## src/rtl/med_lcd_driver.sv

```systemverilog
// HD44780 4-bit-mode LCD driver: power-up wait, init sequence, then one value shown per update.
// Rendering is three decimal digits by default; define LCD_HEX_DISPLAY_EN for two hex digits plus 'h'.
module med_lcd_driver #(
    parameter int T_PWRUP = 150000,
    parameter int T_EN    = 10,
    parameter int T_CMD   = 500,
    parameter int T_CLR   = 20000
) (
    input  logic       clk,
    input  logic       rst,
    input  logic [7:0] disp_data,
    input  logic       disp_valid,
    output logic       lcd_rs,
    output logic       lcd_en,
    output logic [3:0] lcd_d,
    output logic       busy,
    output logic       init_done
);
    localparam int MAX_A = (T_PWRUP > T_CLR) ? T_PWRUP : T_CLR;
    localparam int MAX_B = (T_CMD > T_EN) ? T_CMD : T_EN;
    localparam int MAX_T = (MAX_A > MAX_B) ? MAX_A : MAX_B;
    localparam int CW    = $clog2(MAX_T + 1);

    typedef enum logic [2:0] {PWRUP, INIT, IDLE, ADDR, CHAR} state_t;
    typedef enum logic [1:0] {SETUP, EN_HI, EN_LO, WAIT} sub_t;

    state_t        state_q, state_d;
    sub_t          sub_q, sub_d;
    logic [CW-1:0] cnt_q, cnt_d;
    logic [2:0]    step_q, step_d;
    logic          lo_q, lo_d;
    logic [7:0]    val_q, val_d;
    logic          pend_q, pend_d;
    logic [7:0]    pend_data_q, pend_data_d;
    logic          init_done_q, init_done_d;

    logic [7:0]    cur_byte;
    logic [7:0]    char_byte;
    logic          single_nib;
    logic          last_byte;

`ifdef LCD_HEX_DISPLAY_EN
    function automatic logic [7:0] hex_ascii(input logic [3:0] n);
        return (n < 4'd10) ? (8'h30 + {4'h0, n}) : (8'h37 + {4'h0, n});
    endfunction

    always_comb begin
        case (step_q)
            3'd0:    char_byte = hex_ascii(val_q[7:4]);
            3'd1:    char_byte = hex_ascii(val_q[3:0]);
            default: char_byte = 8'h68;
        endcase
    end
`else
    logic [7:0] dig_h, dig_t, dig_o;
    assign dig_h = val_q / 8'd100;
    assign dig_t = (val_q / 8'd10) % 8'd10;
    assign dig_o = val_q % 8'd10;

    always_comb begin
        case (step_q)
            3'd0:    char_byte = 8'h30 + dig_h;
            3'd1:    char_byte = 8'h30 + dig_t;
            default: char_byte = 8'h30 + dig_o;
        endcase
    end
`endif

    // The four wake-up nibbles are stored in the high half so the normal high-nibble path sends them.
    always_comb begin
        cur_byte = 8'h00;
        case (state_q)
            INIT: begin
                case (step_q)
                    3'd0, 3'd1, 3'd2: cur_byte = 8'h30;
                    3'd3:             cur_byte = 8'h20;
                    3'd4:             cur_byte = 8'h28;
                    3'd5:             cur_byte = 8'h0C;
                    3'd6:             cur_byte = 8'h01;
                    default:          cur_byte = 8'h06;
                endcase
            end
            ADDR:    cur_byte = 8'h80;
            CHAR:    cur_byte = char_byte;
            default: cur_byte = 8'h00;
        endcase
    end

    assign single_nib = (state_q == INIT) && (step_q < 3'd4);
    assign last_byte  = (state_q == ADDR) ||
                        ((state_q == INIT) && (step_q == 3'd7)) ||
                        ((state_q == CHAR) && (step_q == 3'd2));

    always_ff @(posedge clk or posedge rst) begin
        if (rst) begin
            state_q     <= PWRUP;
            sub_q       <= SETUP;
            cnt_q       <= CW'(T_PWRUP - 1);
            step_q      <= 3'd0;
            lo_q        <= 1'b0;
            val_q       <= 8'h00;
            pend_q      <= 1'b0;
            pend_data_q <= 8'h00;
            init_done_q <= 1'b0;
        end else begin
            state_q     <= state_d;
            sub_q       <= sub_d;
            cnt_q       <= cnt_d;
            step_q      <= step_d;
            lo_q        <= lo_d;
            val_q       <= val_d;
            pend_q      <= pend_d;
            pend_data_q <= pend_data_d;
            init_done_q <= init_done_d;
        end
    end

    always_comb begin
        state_d     = state_q;
        sub_d       = sub_q;
        cnt_d       = cnt_q;
        step_d      = step_q;
        lo_d        = lo_q;
        val_d       = val_q;
        pend_d      = pend_q;
        pend_data_d = pend_data_q;
        init_done_d = init_done_q;

        // Any strobe not taken straight from IDLE lands in the one-deep pending slot; latest wins.
        if (disp_valid && (state_q != IDLE)) begin
            pend_d      = 1'b1;
            pend_data_d = disp_data;
        end

        case (state_q)
            PWRUP: begin
                if (cnt_q == '0) begin
                    state_d = INIT;
                    sub_d   = SETUP;
                    step_d  = 3'd0;
                    lo_d    = 1'b0;
                end else begin
                    cnt_d = cnt_q - CW'(1);
                end
            end
            IDLE: begin
                if (disp_valid) begin
                    state_d = ADDR;
                    sub_d   = SETUP;
                    step_d  = 3'd0;
                    lo_d    = 1'b0;
                    val_d   = disp_data;
                end
            end
            default: begin
                case (sub_q)
                    SETUP: begin
                        sub_d = EN_HI;
                        cnt_d = CW'(T_EN - 1);
                    end
                    EN_HI: begin
                        if (cnt_q == '0) begin
                            sub_d = EN_LO;
                            cnt_d = CW'(T_EN - 1);
                        end else begin
                            cnt_d = cnt_q - CW'(1);
                        end
                    end
                    EN_LO: begin
                        if (cnt_q == '0) begin
                            if (!single_nib && !lo_q) begin
                                lo_d  = 1'b1;
                                sub_d = SETUP;
                            end else begin
                                sub_d = WAIT;
                                cnt_d = (cur_byte == 8'h01) ? CW'(T_CLR - 1) : CW'(T_CMD - 1);
                            end
                        end else begin
                            cnt_d = cnt_q - CW'(1);
                        end
                    end
                    default: begin
                        if (cnt_q == '0) begin
                            lo_d  = 1'b0;
                            sub_d = SETUP;
                            if (!last_byte) begin
                                step_d = step_q + 3'd1;
                            end else if (state_q == ADDR) begin
                                state_d = CHAR;
                                step_d  = 3'd0;
                            end else begin
                                // End of init or of an update: chain straight into any waiting value.
                                if (state_q == INIT) init_done_d = 1'b1;
                                step_d = 3'd0;
                                if (disp_valid) begin
                                    state_d = ADDR;
                                    val_d   = disp_data;
                                    pend_d  = 1'b0;
                                end else if (pend_q) begin
                                    state_d = ADDR;
                                    val_d   = pend_data_q;
                                    pend_d  = 1'b0;
                                end else begin
                                    state_d = IDLE;
                                end
                            end
                        end else begin
                            cnt_d = cnt_q - CW'(1);
                        end
                    end
                endcase
            end
        endcase
    end

    always_comb begin
        lcd_en = 1'b0;
        lcd_rs = 1'b0;
        lcd_d  = 4'h0;
        if ((state_q == INIT) || (state_q == ADDR) || (state_q == CHAR)) begin
            lcd_en = (sub_q == EN_HI);
            lcd_rs = (state_q == CHAR);
            lcd_d  = lo_q ? cur_byte[3:0] : cur_byte[7:4];
        end
    end

    assign busy      = (state_q != IDLE);
    assign init_done = init_done_q;

endmodule
```

## config.mk

```make
export PLATFORM = sky130hd
export DESIGN_NAME = med_lcd_driver
export DESIGN_NICKNAME = d
export VERILOG_FILES = /design/src/rtl/med_lcd_driver.sv
export SDC_FILE = /design/constraint.sdc
export NUM_CORES = 1
export LEC_CHECK = 0
export BUFFER_PORTS_ARGS = -buffer_cell sky130_fd_sc_hd__buf_2
export CORE_ASPECT_RATIO = 2
export CORE_UTILIZATION = 27
export DETAILED_ROUTE_END_ITERATION = 10
export PLACE_DENSITY = 0.47
export SYNTH_ARGS = -nofsm -noshare
export SYNTH_HDL_FRONTEND = slang
export SYNTH_SLANG_ARGS = --single-unit
```

## constraint.sdc

```tcl
create_clock -name clk -period 11.01 [get_ports clk]
set_input_delay 2.202 -clock clk [delete_from_list [all_inputs] [get_ports clk]]
set_output_delay 2.202 -clock clk [all_outputs]
set_load 0.01 [all_outputs]
```

**Word-level counts from Yosys, hierarchy flattened**

Index checks and enable logic that the tools add are counted.

- Memories kept: 0
- ROM bits: 0
- Latch bits: 0
- Memory bits (writable): 0
- Output and inout port bits: 8
- Input port bits: 11
- Logic and storage cells: 137
- Flip-flop bits (word level): 45

- Reduce and logical (&&, ||, !) cells: 29
- Shifts and indexed selects: 0
- Eq/ne operators: 26
- Multiplexer cells: 58
- Add/subtract/negate cells: 5
- Magnitude comparators: 1
- Div/mod/pow operators: 4
- Bitwise operators: 5
- Multipliers: 0

Operators by type and width:

| operator | number |
|---|---|
| 18-bit two-way mux | 4 |
| 8-bit two-way mux | 7 |
| 18-bit one-hot mux with 3 select lines | 1 |
| 18-bit one-hot mux with 2 select lines | 1 |
| 3-bit two-way mux | 11 |
| 8-bit one-hot mux with 2 select lines | 2 |
| 6-bit one-hot mux with 5 select lines | 1 |
| 6-bit by 8-bit adder with 8-bit output, first input constant | 3 |
| 8-bit one-hot mux with 3 select lines | 1 |
| 18-bit logical NOT | 1 |
| 18-bit by 1-bit subtractor with 18-bit output, second input constant | 1 |
| 8-bit by 4-bit modulo with 8-bit output, second input constant | 2 |
| 1-bit two-way mux | 16 |
| 3-bit equality test, second input constant | 5 |
| 15-bit two-way mux | 1 |
| 3-bit by 2-bit equality test with 1-bit output, second input constant | 4 |
| 4-bit by 2-bit inequality test with 1-bit output, second input constant | 3 |
| 3-bit one-hot mux with 2 select lines | 2 |
| 2-bit two-way mux | 5 |
| 8-bit by 4-bit divider with 8-bit output, second input constant | 1 |
| 8-bit by 7-bit divider with 8-bit output, second input constant | 1 |
| 8-bit by 1-bit equality test with 1-bit output, second input constant | 1 |
| 4-bit two-way mux | 2 |
| 4-bit AND reduction | 2 |
| 29 further kinds | 50 |

**Longest topological paths before layout**

- Word-level depth: 11
- Mapped depth: 20
- Depth with buffers taken out: 18

**Worst setup path before layout**

Ideal clock, no wire load.

- Path kind: register to output
- Start: register val_q[7]
- End: output port lcd_d[3]
- Arrival: 3.999 ns
- Setup slack: 4.809 ns
- Buffers on the path: 4
- Data required time: 8.808 ns
- Cell stages (with the launch flop): 20
- Path through: dfrtp_1 -> buf_2 -> buf_2 -> clkbuf_1 -> clkbuf_1 -> o21ai_0 -> mux2i_1 -> ha_1 -> a21oi_1 -> o2bb2ai_1 -> o211ai_1 -> xnor2_1 -> ha_1 -> a2111oi_0 -> or3_1 -> mux2i_1 -> o211ai_1 -> a2111oi_0 -> or3_1 -> mux2_2

- Word-level cells in the longest chain between the ends: 7
- Elaborated cells between the ends (all ways): 11
- Those cells by class: add/sub: 3; div: 4; mux: 4

RTL lines:

| what | RTL line | source |
|---|---|---|
| start, declared | 32 | `logic [7:0] val_q, val_d;` |
| start signal, assigned | 111 | `val_q <= val_d;` |
| 8-bit by 4-bit divider with 8-bit output | 57 | `assign dig_t = (val_q / 8'd10) % 8'd10;` |
| 8-bit by 4-bit modulo with 8-bit output | 57 |  |
| 6-bit by 8-bit adder with 8-bit output | 63 | `3'd1: char_byte = 8'h30 + dig_t;` |
| 8-bit one-hot mux with 2 select lines (*) | 61 | `case (step_q)` |
| 8-bit one-hot mux with 3 select lines (*) | 72 | `case (state_q)` |
| 4-bit two-way mux (*) | 223 | `lcd_d = lo_q ? cur_byte[3:0] : cur_byte[7:4];` |
| 4-bit two-way mux (*) | 220 | `if ((state_q == INIT) \|\| (state_q == ADDR) \|\| (state_q == CHAR)) begin` |
| end, declared | 15 | `output logic [3:0] lcd_d,` |

Every way passes the cells marked *; elsewhere a longest branch is shown, timed or not.

**Final worst setup path**

- Start: register val_q[6]
- End: output port lcd_d[3]

Same word-level chain as after synthesis.

==> summary.log <==
[clocking] Setup Buffers After CTS 0
[worst_hold_path] class of the worst hold path flop to flop
[logic_synthesis] combinational family with the most area after synthesis compound AO/OA/AOI/OAI gates
[setup_path] max incr delay on CP 1.03 ns
[setup_path] Worst path slowest cell sky130_fd_sc_hd__dfrtp_1
[setup_path] Worst Setup EP lcd_d[3]
[global_routing] number of global-route vias before repair 4,155
[status] status finished, final reports clean
[logic_synthesis] number of standard cells after synthesis 552
[global_routing] global-route wire length before repair 21.40 mm
[layout] diode count 0
[power] Switching Fraction 31.19%
[sta] number of slew-limit violations in the final report 0
[logic_synthesis] proportion of synthesized flip-flops having asynchronous set or reset 100.0%
[drt] initial DRC count 201
[setup_path] crit path launch type flop
[setup_path] crit end category output port
[clocking] H-Tree Level Count 2
[logic_synthesis] Synth Register Bits 45
[power] NetSw 0.0001320 W
[run] max cap viols 0
[setup_path] Req. time, crit path 8.81 ns
[clocking] Sinks on Clock Net 45
[placed_design] routability-driven placement congestion ratio 0.9029
[logic_synthesis] post-synthesis average cell area 7.695 sq um
[clocking] Post-CTS Hold Buffers 0
[layout] Layout Area Growth over Synthesis 8.424%
[layout] FF/Latch Area 1140 sq um
[drt] count of unresolved DRC violations after routing 0
[logic_synthesis] XOR/XNOR share of the synthesized area 1.856%
[logic_synthesis] leading register cell type out of synthesis sky130_fd_sc_hd__dfrtp_1
[logic_synthesis] post-synthesis cell type count 81
[global_routing] number of antenna violations at the first check in global routing 0
[drt] via density per instance 5.613
[drt] routed vias 4,176
[clocking] TritonCTS clock tree yes
[setup_path] worst reg2reg path endpoint cnt_q[5]
[floorplan] Initial Utilization 27.77%
[floorplan] overall die height 179.4 um
[power] Power per Cell Area 91.89 nW/um^2
[logic_synthesis] compound-cell area share of the yosys netlist 29.60%
[setup_path] critical path launch point val_q[6]
[sta] transition time at the pin with the least slew margin 1.164 ns
[global_routing] largest net degree at the start of global routing 46
[setup_path] Arrival @ worst endpoint 5.27 ns
[sta] RSZ-0062 raised after global routing no
[worst_hold_path] Worst Hold Launch init_done
[sta] total negative slack for setup checks 0 ns
[setup_path] count of buffering cells on the critical path with inverters included 2
[logic_synthesis] mux share of post-synthesis cell area 5.685%
[setup_path] start of the worst register-to-register path val_q[6]
[sta] worst max-slew margin expressed relative to the limit 22.40%
[global_routing] gr ovfl total 0
[sta] count of final hold-check violations 0
[sta] final critical path time including I/O delays and setup 7.467 ns
[power] cell internal pwr 0.0002912 W
[layout] layout net count 568
[placed_design] area post-placement 4456 sq um
[drt] Final ANT Viol Nets 0
[logic_synthesis] netlist area before placement 4248 sq um
[clocking] clock slew seen by the registers of the worst setup and hold paths 0.07 ns
[setup_path] largest fanout on the critical path 35
[drt] post-detailed-route wirelength per cell 17.61 um
[sta] achievable frequency 133.9 MHz
[logic_synthesis] count of flip-flops with a built-in enable after synthesis 0
[logic_synthesis] Post-Synth Simple-Gate Area 26.16%
[setup_path] depth of the worst register-to-register path 18
[power] Static Leak 1.794 nW
[setup_path] Reg2Reg Setup Slack 5.65 ns
[layout] multi-input gate area in the final layout 2869 sq um
[clocking] maximum buffer depth of the clock tree 2
[setup_path] kind of critical path flop to output port
[clocking] number of buffers created by CTS 5
[logic_synthesis] Yosys warnings 0
[clocking] CTS-repair resized insts 0
[power] sequential fraction of design power 42.9%
[sta] Layout Skew 0.007386 ns
[global_routing] GRT Util Overall 16.65%
[layout] share of post-route cells with drive strength above 1 12.09%
[power] share of power burned in the clock network 36.9%
[floorplan] top-level I/O count 19
[logic_synthesis] adder and majority cell fraction of the synthesized area 4.242%
[floorplan] placeable core region 15,290 sq um
[floorplan] chip width 90.69 um
[drt] router iterations before antenna repair 4
[sta] final setup fails 0
[layout] count of filler cells inserted in the layout 1,663
[clocking] clock root buffer sky130_fd_sc_hd__clkbuf_16
[placed_design] DP HPWL 10.08 mm
[drt] Routed WL 13.10 mm
[layout] Finished Cell Area 4606 sq um
[logic_synthesis] sequential area share after synthesis 26.83%
[setup_path] Crit path depth 18
[setup_path] delay-heaviest family, CP compound AO/OA/AOI/OAI gates
[placed_design] Port-buffer cells 18
[clocking] worst-skew pair later-pin latency 0.30 ns
[floorplan] Die Footprint 16,270 sq um
[logic_synthesis] Post-Syn Nets 575
[power] part of the power in combinational logic 20.2%
[floorplan] number of core rows 64
[sta] period utilisation layout 67.82%
[setup_path] worst-path cell chain nand2b_1 > a211oi_1 > a31oi_1 > inv_1 > ha_1 > a21oi_1 > o2bb2ai_1 > o211ai_1 > xnor2_1 > ha_1 > a2111oi_0 > or3_1 > mux2i_1 > o211ai_1 > a2111oi_0 > or3_1 > mux2_2 > buf_2
[power] Peak VDD IR 0.06744 mV
-- Yosys cell counts (3+ instances only) --
library cell                count  share of area [%]
sky130_fd_sc_hd__nand3_1       13                1.5
sky130_fd_sc_hd__mux2_2         9                2.4
sky130_fd_sc_hd__dfrtp_1       34                 20
sky130_fd_sc_hd__or3_1         15                2.2
sky130_fd_sc_hd__o211ai_1      12                2.1
sky130_fd_sc_hd__nor3b_1        5               0.88
sky130_fd_sc_hd__a31oi_1        5               0.74
sky130_fd_sc_hd__and2_1         8                1.2
sky130_fd_sc_hd__a211oi_1       7                1.2
sky130_fd_sc_hd__nand2_1       45                4.0
sky130_fd_sc_hd__mux2i_1       14                3.3
sky130_fd_sc_hd__nor4bb_1       4               0.94
sky130_fd_sc_hd__ha_1          12                3.5
sky130_fd_sc_hd__nor2b_1        5               0.74
sky130_fd_sc_hd__o21a_1         8                1.4
sky130_fd_sc_hd__or2_2          3               0.44
sky130_fd_sc_hd__maj3_1         3               0.71
sky130_fd_sc_hd__xnor2_1        7                1.4
sky130_fd_sc_hd__nor4_1         7                1.0
sky130_fd_sc_hd__dfstp_2       11                6.8
sky130_fd_sc_hd__o21ai_0       51                6.0
sky130_fd_sc_hd__o21ai_1        4               0.47
sky130_fd_sc_hd__buf_2         11                1.3
sky130_fd_sc_hd__a2111oi_0      3               0.62
sky130_fd_sc_hd__clkbuf_1      22                1.9
sky130_fd_sc_hd__nand4_1        7                1.0
sky130_fd_sc_hd__o31ai_1        5               0.88
sky130_fd_sc_hd__nor2_1        50                4.4
sky130_fd_sc_hd__a21oi_1       44                5.2
sky130_fd_sc_hd__a21o_1         8                1.4
sky130_fd_sc_hd__nor3_1        23                2.7
sky130_fd_sc_hd__a21boi_0       3               0.53
sky130_fd_sc_hd__inv_1         18                1.6
sky130_fd_sc_hd__nand2b_1      13                1.9
-- through the flow --
stage,util (%),instances,total power (W),setup slack [ns],hold WS [ns]
2_1_floorplan,-,552,0.0002483,4.809,0.4525
3_3_place_gp,29.13,736,0.0002691,4.044,0.4645
3_5_place_dp,29.13,736,0.0002695,3.911,0.4813
4_1_cts,30.11,744,0.0004302,3.570,0.4955
5_1_grt,30.11,744,0.0004464,3.051,0.5099
6_report,30.11,744,0.0004232,3.543,0.4838
-- layout make-up --
| type | instances | area share, % |
|---|---|---|
| Sequential cell | 45 | 24.75 |
| Inverter | 21 | 1.711 |
| Clock buffer | 5 | 2.717 |
| Clock inverter | 3 | 0.5433 |
| Timing Repair Buffer | 22 | 2.608 |
| Multi-Input combinational cell | 450 | 62.29 |
| Tap cell | 198 | 5.379 |
-- power groups by stage --
stage,logic (W),registers (W),clock network (W)
after floorplan,0.0000729,0.000175,0
after global placement,0.0000854,0.000184,0
after detailed placement,0.0000853,0.000184,0
after CTS,0.0000857,0.000181,0.000163
after global routing,0.0000945,0.000182,0.000170
final,0.0000856,0.000181,0.000156
-- cell usage in the layout (no fill, tap or decap), types with 7 or more instances in the layout --
master                     Yosys  layout
sky130_fd_sc_hd__mux2i_1      14      14
sky130_fd_sc_hd__a211oi_1      7       7
sky130_fd_sc_hd__xnor2_1       7       7
sky130_fd_sc_hd__mux2_2        9       9
sky130_fd_sc_hd__a21oi_1      44      44
sky130_fd_sc_hd__nand3_1      13      13
sky130_fd_sc_hd__nand2b_1     13      13
sky130_fd_sc_hd__o21a_1        8       8
sky130_fd_sc_hd__nor2_1       50      50
sky130_fd_sc_hd__and2_1        8       8
sky130_fd_sc_hd__or3_1        15      15
sky130_fd_sc_hd__nand4_1       7       7
sky130_fd_sc_hd__nor4_1        7       7
sky130_fd_sc_hd__ha_1         12      12
sky130_fd_sc_hd__a21o_1        8       8
sky130_fd_sc_hd__nor3_1       23      23
sky130_fd_sc_hd__o21ai_0      51      51
sky130_fd_sc_hd__dfrtp_1      34      34
sky130_fd_sc_hd__dfstp_2      11      11
sky130_fd_sc_hd__nand2_1      45      45
sky130_fd_sc_hd__o211ai_1     12      12
sky130_fd_sc_hd__inv_1        18      17
sky130_fd_sc_hd__buf_2        11      18
-- sequential cells by signal, summed over array words and instances (netlist names) --
register	cells
cnt_q	18
pend_data_q	8
val_q	8
state_q	3
step_q	3
sub_q	2
init_done	1
lo_q	1
pend_q	1
-- layer usage --
metal / vias up / routed length (um) / track usage, % / part of all wire, %
li1: 2041 / - / - / -
met1: 2023 / 4759 / 15.94 / 36
met2: 78 / 7449 / 33.36 / 57
met3: 34 / 249 / 1.266 / 1.9
met4: 0 / 646 / 11.02 / 4.9
met5: - / 0 / 0 / 0
-- kinds of logic after synthesis --
| kind of cell | after synthesis |
|---|---|
| xor+xnor | 9 |
| flops | 45 |
| buf+inv | 57 |
| compound gates | 190 |
| mux | 23 |
| simple gates | 213 |
| fa+ha+maj | 15 |
-- worst min path at each step --
stage / slack, ns / cells after the start / to
6_report: 0.48 / 1 / init_done
4_1_cts: 0.50 / 1 / init_done
3_5_place_dp: 0.48 / 1 / init_done
3_3_place_gp: 0.46 / 1 / init_done
5_1_grt: 0.51 / 1 / init_done
2_1_floorplan: 0.45 / 2 / cnt_q[10]
Power figures use the tool's default switching activity.
